[config.mk]
export PLATFORM = sky130hd
export DESIGN_NAME = sht40_measure_sequencer
export DESIGN_NICKNAME = d
export VERILOG_FILES = /design/src/rtl/sht40_measure_sequencer.sv
export SDC_FILE = /design/constraint.sdc
export NUM_CORES = 1
export LEC_CHECK = 0
export CAP_MARGIN = 20
export CORE_AREA = 2 2 102 104
export CTS_BUF_LIST = sky130_fd_sc_hd__clkbuf_4 sky130_fd_sc_hd__clkbuf_8
export DETAILED_ROUTE_END_ITERATION = 8
export DIE_AREA = 0 0 104 106
export PLACE_DENSITY = 0.79
export SETUP_SLACK_MARGIN = 0.5
export SLEW_MARGIN = 10
export SYNTH_ARGS = -nofsm -noshare
export SYNTH_HDL_FRONTEND = slang
export SYNTH_SLANG_ARGS = --single-unit
[constraint.sdc]
create_clock -name clk -period 2.3 [get_ports clk]
set_input_delay 0.345 -clock clk [delete_from_list [all_inputs] [get_ports clk]]
set_output_delay 0.345 -clock clk [all_outputs]
set_load 0.03 [all_outputs]
[src/rtl/sht40_measure_sequencer.sv]
// sht40_measure_sequencer
//   Drives an I2C master through complete SHT40 measurements: write the measure
//   command, wait out the conversion, read six bytes, split them into temperature
//   and humidity words, and publish the words when their checks pass. The
//   sequencer retries after a NACK, a short read or a CRC mismatch, and gives up
//   with an error pulse once the retries are used up.
//   Optional feature macro: SHT40_CRC_CHECK_EN. When it is defined, each word is
//   checked against its CRC-8 byte. When it is not defined, the CRC bytes are
//   consumed and dropped, crc_err stays 0, and the check always passes.
module sht40_measure_sequencer #(
    parameter logic [6:0]  DEV_ADDR      = 7'h44,
    parameter logic [7:0]  MEAS_CMD      = 8'hFD,
    parameter int unsigned MEAS_WAIT_CYC = 100000,
    parameter int unsigned RETRY_MAX     = 3
) (
    input  logic        clk,
    input  logic        rst_n,
    input  logic        start,
    output logic        busy,
    output logic        done,
    output logic        error,
    output logic [15:0] temp_raw,
    output logic [15:0] hum_raw,
    output logic        crc_err,
    output logic        i2c_req,
    output logic [6:0]  i2c_addr,
    output logic [7:0]  i2c_cmd,
    output logic        i2c_writes,
    output logic [3:0]  i2c_reads,
    input  logic        i2c_byte_vld,
    input  logic [7:0]  i2c_byte,
    input  logic        i2c_done,
    input  logic        i2c_nack
);

    localparam int TW = $clog2(MEAS_WAIT_CYC + 1);
    localparam logic [TW-1:0] T_TERM = TW'(MEAS_WAIT_CYC - 1);
    localparam logic [TW-1:0] T_SAT  = {TW{1'b1}};
    localparam int RW = (RETRY_MAX > 0) ? $clog2(RETRY_MAX + 1) : 1;
    localparam logic [RW-1:0] R_MAX  = RW'(RETRY_MAX);

    typedef enum logic [2:0] {
        IDLE     = 3'd0,
        CMD_REQ  = 3'd1,
        CMD_WAIT = 3'd2,
        CONV     = 3'd3,
        RD_REQ   = 3'd4,
        RD_WAIT  = 3'd5,
        CHECK    = 3'd6,
        RETRY    = 3'd7
    } state_t;

    state_t          state_r;
    logic [TW-1:0]   timer_r;
    logic [2:0]      idx_r;
    logic [RW-1:0]   retry_r;
    logic [15:0]     temp_buf_r;
    logic [15:0]     hum_buf_r;
    logic            byte_take_s;
    logic [2:0]      idx_nx_s;
    logic            crc_ok_s;

    // The device address and the command byte never change.
    assign i2c_addr = DEV_ADDR;
    assign i2c_cmd  = MEAS_CMD;

    // A byte is accepted only while fewer than six bytes are held. Extra bytes are dropped.
    assign byte_take_s = i2c_byte_vld && (idx_r != 3'd6);

    // This is the index after this cycle's byte, if any, is stored. The end-of-transfer test looks at this value.
    always_comb begin
        idx_nx_s = idx_r;
        if (byte_take_s) begin
            idx_nx_s = idx_r + 3'd1;
        end else begin
            idx_nx_s = idx_r;
        end
    end

`ifdef SHT40_CRC_CHECK_EN
    logic [7:0] tcrc_r;
    logic [7:0] hcrc_r;
    logic       crc_err_r;

    // Sensirion CRC-8: polynomial 0x31, init 0xFF, MSB first, no reflection, no final XOR.
    function automatic logic [7:0] crc8_word(input logic [15:0] data);
        logic [7:0] crc;
        crc = 8'hFF;
        for (int i = 15; i >= 0; i--) begin
            if (crc[7] ^ data[i]) begin
                crc = {crc[6:0], 1'b0} ^ 8'h31;
            end else begin
                crc = {crc[6:0], 1'b0};
            end
        end
        return crc;
    endfunction

    // The check passes only when both words match their CRC bytes.
    always_comb begin
        crc_ok_s = (crc8_word(temp_buf_r) == tcrc_r) && (crc8_word(hum_buf_r) == hcrc_r);
    end

    assign crc_err = crc_err_r;
`else
    assign crc_ok_s = 1'b1;
    assign crc_err  = 1'b0;
`endif

    // Measurement sequencer. It holds all state and all registered outputs.
    always_ff @(posedge clk or negedge rst_n) begin
        if (!rst_n) begin
            state_r    <= IDLE;
            busy       <= 1'b0;
            done       <= 1'b0;
            error      <= 1'b0;
            i2c_req    <= 1'b0;
            i2c_writes <= 1'b0;
            i2c_reads  <= 4'd0;
            temp_raw   <= 16'h0000;
            hum_raw    <= 16'h0000;
            timer_r    <= {TW{1'b0}};
            idx_r      <= 3'd0;
            retry_r    <= {RW{1'b0}};
            temp_buf_r <= 16'h0000;
            hum_buf_r  <= 16'h0000;
`ifdef SHT40_CRC_CHECK_EN
            tcrc_r     <= 8'h00;
            hcrc_r     <= 8'h00;
            crc_err_r  <= 1'b0;
`endif
        end else begin
            done    <= 1'b0;
            error   <= 1'b0;
            i2c_req <= 1'b0;
`ifdef SHT40_CRC_CHECK_EN
            crc_err_r <= 1'b0;
`endif
            case (state_r)
                IDLE: begin
                    if (start) begin
                        busy       <= 1'b1;
                        retry_r    <= {RW{1'b0}};
                        i2c_req    <= 1'b1;
                        i2c_writes <= 1'b1;
                        i2c_reads  <= 4'd0;
                        state_r    <= CMD_REQ;
                    end
                end
                CMD_REQ: begin
                    state_r <= CMD_WAIT;
                end
                CMD_WAIT: begin
                    if (i2c_nack) begin
                        state_r <= RETRY;
                    end else if (i2c_done) begin
                        timer_r <= {TW{1'b0}};
                        state_r <= CONV;
                    end
                end
                CONV: begin
                    if (timer_r == T_TERM) begin
                        i2c_req    <= 1'b1;
                        i2c_writes <= 1'b0;
                        i2c_reads  <= 4'd6;
                        idx_r      <= 3'd0;
                        state_r    <= RD_REQ;
                    end else if (timer_r != T_SAT) begin
                        timer_r <= timer_r + {{(TW-1){1'b0}}, 1'b1};
                    end
                end
                RD_REQ: begin
                    state_r <= RD_WAIT;
                end
                RD_WAIT: begin
                    if (byte_take_s) begin
                        case (idx_r)
                            3'd0:    temp_buf_r[15:8] <= i2c_byte;
                            3'd1:    temp_buf_r[7:0]  <= i2c_byte;
                            3'd3:    hum_buf_r[15:8]  <= i2c_byte;
                            3'd4:    hum_buf_r[7:0]   <= i2c_byte;
`ifdef SHT40_CRC_CHECK_EN
                            3'd2:    tcrc_r           <= i2c_byte;
                            3'd5:    hcrc_r           <= i2c_byte;
`endif
                            default: ;
                        endcase
                    end
                    idx_r <= idx_nx_s;
                    if (i2c_nack) begin
                        state_r <= RETRY;
                    end else if (i2c_done) begin
                        state_r <= (idx_nx_s == 3'd6) ? CHECK : RETRY;
                    end
                end
                CHECK: begin
                    if (crc_ok_s) begin
                        temp_raw <= temp_buf_r;
                        hum_raw  <= hum_buf_r;
                        done     <= 1'b1;
                        busy     <= 1'b0;
                        state_r  <= IDLE;
                    end else begin
`ifdef SHT40_CRC_CHECK_EN
                        crc_err_r <= 1'b1;
`endif
                        state_r <= RETRY;
                    end
                end
                RETRY: begin
                    if (retry_r < R_MAX) begin
                        retry_r    <= retry_r + {{(RW-1){1'b0}}, 1'b1};
                        i2c_req    <= 1'b1;
                        i2c_writes <= 1'b1;
                        i2c_reads  <= 4'd0;
                        state_r    <= CMD_REQ;
                    end else begin
                        error   <= 1'b1;
                        busy    <= 1'b0;
                        state_r <= IDLE;
                    end
                end
                default: begin
                    busy    <= 1'b0;
                    state_r <= IDLE;
                end
            endcase
        end
    end

endmodule

======== Word-level counts from Yosys, hierarchy flattened ========
Index checks and enable logic that the tools add are counted.
operators by class
  $add $sub $neg .......................... 3
  magnitude comparators ................... 1
  eq/ne operators ......................... 24
  mux-type cells .......................... 37
  reductions and logical operators ........ 18
operators with widths
  operator                                             number
  two-way mux 17 bit                                   4
  one-hot mux 17 bit (2 select lines)                  1
  two-way mux 3 bit                                    8
  one-hot mux 3 bit (8 select lines)                   1
  equality test 3 bit, second input constant           6
  AND reduction 3 bit                                  6
  adder 17 x 1 -> 17 bit, second input constant        1
  equality test 17 bit, second input constant          1
  inequality test 17 bit, second input constant        1
  inequality test 2 bit, second input constant         8
  two-way mux 1 bit                                    12
  two-way mux 4 bit                                    3
  one-hot mux 4 bit (3 select lines)                   1
  equality test 3 x 2 -> 1 bit, second input constant  3
  inequality test 3 bit, second input constant         3
  one-hot mux 1 bit (3 select lines)                   3
  AND reduction 4 bit                                  2
  equality test 3 x 1 -> 1 bit, second input constant  2
  logical NOT 3 bit                                    2
  one-hot mux 3 bit (2 select lines)                   1
  nonzero test 2 bit                                   3
  nonzero test 3 bit                                   2
  AND reduction 5 bit                                  1
  two-way mux 2 bit                                    2
  6 further kinds                                      6
word-level totals
  flip-flop bits (word level) ............. 98
  input bits .............................. 14
  logic and storage cells ................. 99

======== Logic depth before layout (Yosys ltp) ========
  word-level depth ........................ 8
  depth in mapped cells ................... 10
  depth with buffers taken out ............ 9

======== Least setup slack after synthesis ========
No wires, ideal clock.
  kind .................................... reg-to-reg
  start ................................... register timer_r[7]
  end ..................................... register timer_r[0]
  arrival ................................. 2.087 ns
  required time ........................... 2.175 ns
  slack ................................... 0.088 ns
  stages on the path, launching flop included .. 9
  path buffers ............................ 0
  period minus slack after synthesis ...... 2.212 ns
  cell sequence ........................... dfrtp_1 > and4_1 > nand4_1 > nor4_1 > ha_1 > nor2b_1 > o21ai_1 > nor2_1 > mux2_2
on the way
  longest elaborated chain between the ends .. 3
  elaborated cells on any way between the ends .. 5
  classes of those cells .................. eq/ne: 4; reduce/logical: 1
RTL lines
  what                                                            RTL line  RTL
  start, declared                                                 54        logic [TW-1:0] timer_r;
  start signal, assigned                                          122       timer_r <= {TW{1'b0}};
  start signal, assigned                                          157       timer_r <= {TW{1'b0}};
  start signal, assigned                                          169       timer_r <= timer_r + {{(TW-1){1'b0}}, 1'b1};
  inequality test 17 bit or equality test 17 bit (tied branches)  168, 162
  inequality test 2 bit (no line)                                 -
  AND reduction 5 bit (no line) *                                 -
Every way passes the cells marked *; elsewhere a longest branch is shown, timed or not.
A chain may end at the register's enable or synchronous reset.

======== Final worst setup path ========
  start ................................... register timer_r[10]
  end ..................................... register timer_r[9]
Same word-level chain as after synthesis.

==> out/qor.csv <==
metric,value,unit
largest net degree at the start of global routing,46,
Syn. warnings,0,
WP data arrival,2.51,ns
# IOs,71,
CP Capture Point,timer_r[9],
post-synthesis cell count,415,
register bit count reported by yosys,95,
I/O Buffers,52,
initial antenna violation count,0,
"Core Util, Final",56.1,%
Routed Antenna Nets,0,
power per cell area,1080,nW/µm²
Total GRT Usage,17.7,%
register-to-register setup slack,0.1,ns
Synth async-reset ratio,100,%
"EDFF count, synth",0,
Crit. End Element,flop,
fillers,847,
iteration-0 DRC count of the detailed router,111,
vias in the first global route,3304,
FF-to-FF path depth,10,
# rows,37,
RSZ-0062 raised after global routing,true,
Post-route DRC,0,
nets,524,
CTS tree,yes,
first-pass GRT wire length,15700,µm
drt total wl,9600,µm
final clock skew,0.0180,ns
Syn Area/Cell,10.5,µm²
type of the worst min-delay path,flop to flop,
LEAKAGE,3.01,nW
Clock Path Buffers,2,
CTS H-tree lvls,3,
Main synth FF type,dfrtp_1,
ant diodes,0,
die height,106,µm
Reg-to-Reg End,timer_r[9],
reg2reg start,timer_r[10],
"area leader, netlist",dfrtp_1,
WP data required,2.61,ns
setup TNS,0,ns
die footprint,11000,µm²
DR vias/cell,5.11,
layout cells sized above 1,25.6,%
clk slew on worst S/H paths,0.11,ns
result of the run,completed,
fmax,454,MHz
Synth top area share,54.5,%
DRT Pass-1 Iters,4,
nature of the critical path startpoint,flop,
ranking of synthesized cells by area,"dfrtp_1 (54%), nand2_1 (9.7%), mux2_2 (8.8%), buf_4 (3.4%), ha_1 (2.3%)",
Synth cell types,55,
DR WL/cell,14.9,µm
Final Wtd Congestion,0.910,
DR vias,3288,
aggregate global routing overflow,0,
sequential area share after synthesis,54.5,%
cts bufs inserted,9,
Crit Path Category,flop to flop,
Initial Utilization,43.7,%
Tot Pwr,6.05,mW
Layout area overhead,28.6,%
Core ar.,10000,µm²
most numerous cell in the Yosys netlist,nand2_1,
Sink Count,95,
Final Max Tran Viols,0,
min cycle time layout,2.20,ns
Worst slew margin,61.2,%
critical path startpoint,timer_r[10],
worst hold path startpoint,temp_buf_r[2],
final period utilization,95.7,%
final hold vios,0,
Mapped Area,4370,µm²
Worst-Margin Slew,0.582,ns
final setup vio count,0,
DPL Wire Length,6000,µm
CTS root buf,clkbuf_8,
Skew-Pair Late Insertion Delay,0.37,ns
number of max-cap violations,0,
"IR drop worst, VDD",471,µV
Die W,104,µm
crit path max fanout,6,
"top cells by count, synth","nand2_1 (113), dfrtp_1 (95), mux2_2 (34), buf_4 (20), nor2_1 (15)",
[cell type report]
class,instances,area (µm²),share of cell area (%)
clock inverters,7,95.1,1.69
inverters,9,33.8,0.602
multi-input cells,295,1920,34.2
well taps,136,170,3.03
flip-flops and latches,95,2380,42.4
clock buffers,9,124,2.21
repair buffers,92,888,15.8
[per-stage QoR]
step	worst slack (ns)	hold WS [ns]	instance area (µm²)	instances
after CTS	0.229	0.471	5380	629
after global routing	0.0402	0.498	5610	643
after global placement	0.135	0.387	5010	599
final	0.0992	0.470	5610	643
after floorplan	0.312	0.0494	4460	431
after detailed placement	0.0474	0.394	5010	599
[kinds of logic (layout without fill, tap and decap cells)]
kind of cell | count (synthesis) | count (layout) | share of synthesized area [%]
AOI/OAI and AO/OA | 38 | 38 | 5.56
xor gates and xnor gates | 8 | 8 | 1.61
adders and majority gates | 8 | 8 | 2.29
buffers and inverters | 41 | 117 | 5.79
DFF | 95 | 95 | 54.5
muxes | 34 | 34 | 8.77
other | 2 | 18 | 0.172
and+or+nand+nor | 189 | 189 | 21.4
[worst min-delay path by stage]
stage | end | slack, ns | cells after the start
final | temp_raw[2] | 0.47 | 2
after global routing | hum_raw[14] | 0.50 | 2
after floorplan | busy | 0.05 | 0
after detailed placement | hum_raw[12] | 0.39 | 1
after CTS | temp_raw[2] | 0.47 | 2
after global placement | temp_raw[12] | 0.39 | 1
[cell usage in the layout, fill, tap and decap left out, drive strengths merged, types with 5 or more instances in the layout]
master         count
nor3               5
mux2              34
nor4               6
clkdlybuf4s50     29
inv               13
nand3             13
buf               40
nand2            115
o21ai             12
ha                 8
dlymetal6s2s      18
nor2              15
dfrtp             95
nand4              6
xnor2              7
clkbuf             9
conb              18
a21oi             10
[power breakdown]
group	switching [mW]	internal [mW]	leakage (nW)
clock	0.656	0.537	0.111
combinational	1.33	1.07	1.63
sequential	0.319	2.13	1.27
total	2.31	3.74	3.01
[routing by layer]
layer,global-route usage (%),vias to the layer above,part of all wire [%]
li1,-,1553,-
met1,21.3,1599,43
met2,31.1,116,50
met3,4.54,20,5.6
met4,6.27,0,1.5
met5,0,-,0
[what timing repair did]
action,CTS,global route
gates resized for setup,15,37
setup endpoints to repair,52,57
setup buffers,13,14
pin swaps,2,4
hold endpoints to repair,38,0
hold buffers,1,0
[critical path, cell delays in order, from the launching register on]
cell and delay [ns]:
dfrtp_1 0.42, and4_4 0.22, nand4_1 0.15, nor4_2 0.07, ha_2 0.19, nor2b_4 0.15
o21a_4 0.17, o21ai_4 0.09, buf_4 0.15, or4_4 0.41, a21oi_2 0.12
[flip-flops by register name, summed over array words and instances, names as in the netlist]
register and cells:
busy 1, done 1, error 1, hum_buf_r 16, hum_raw 16, i2c_reads 1
i2c_req 1, i2c_writes 1, idx_r 3, retry_r 2, state_r 3, temp_buf_r 16
temp_raw 16, timer_r 17
No activity file was read; power rests on OpenSTA's default activity.
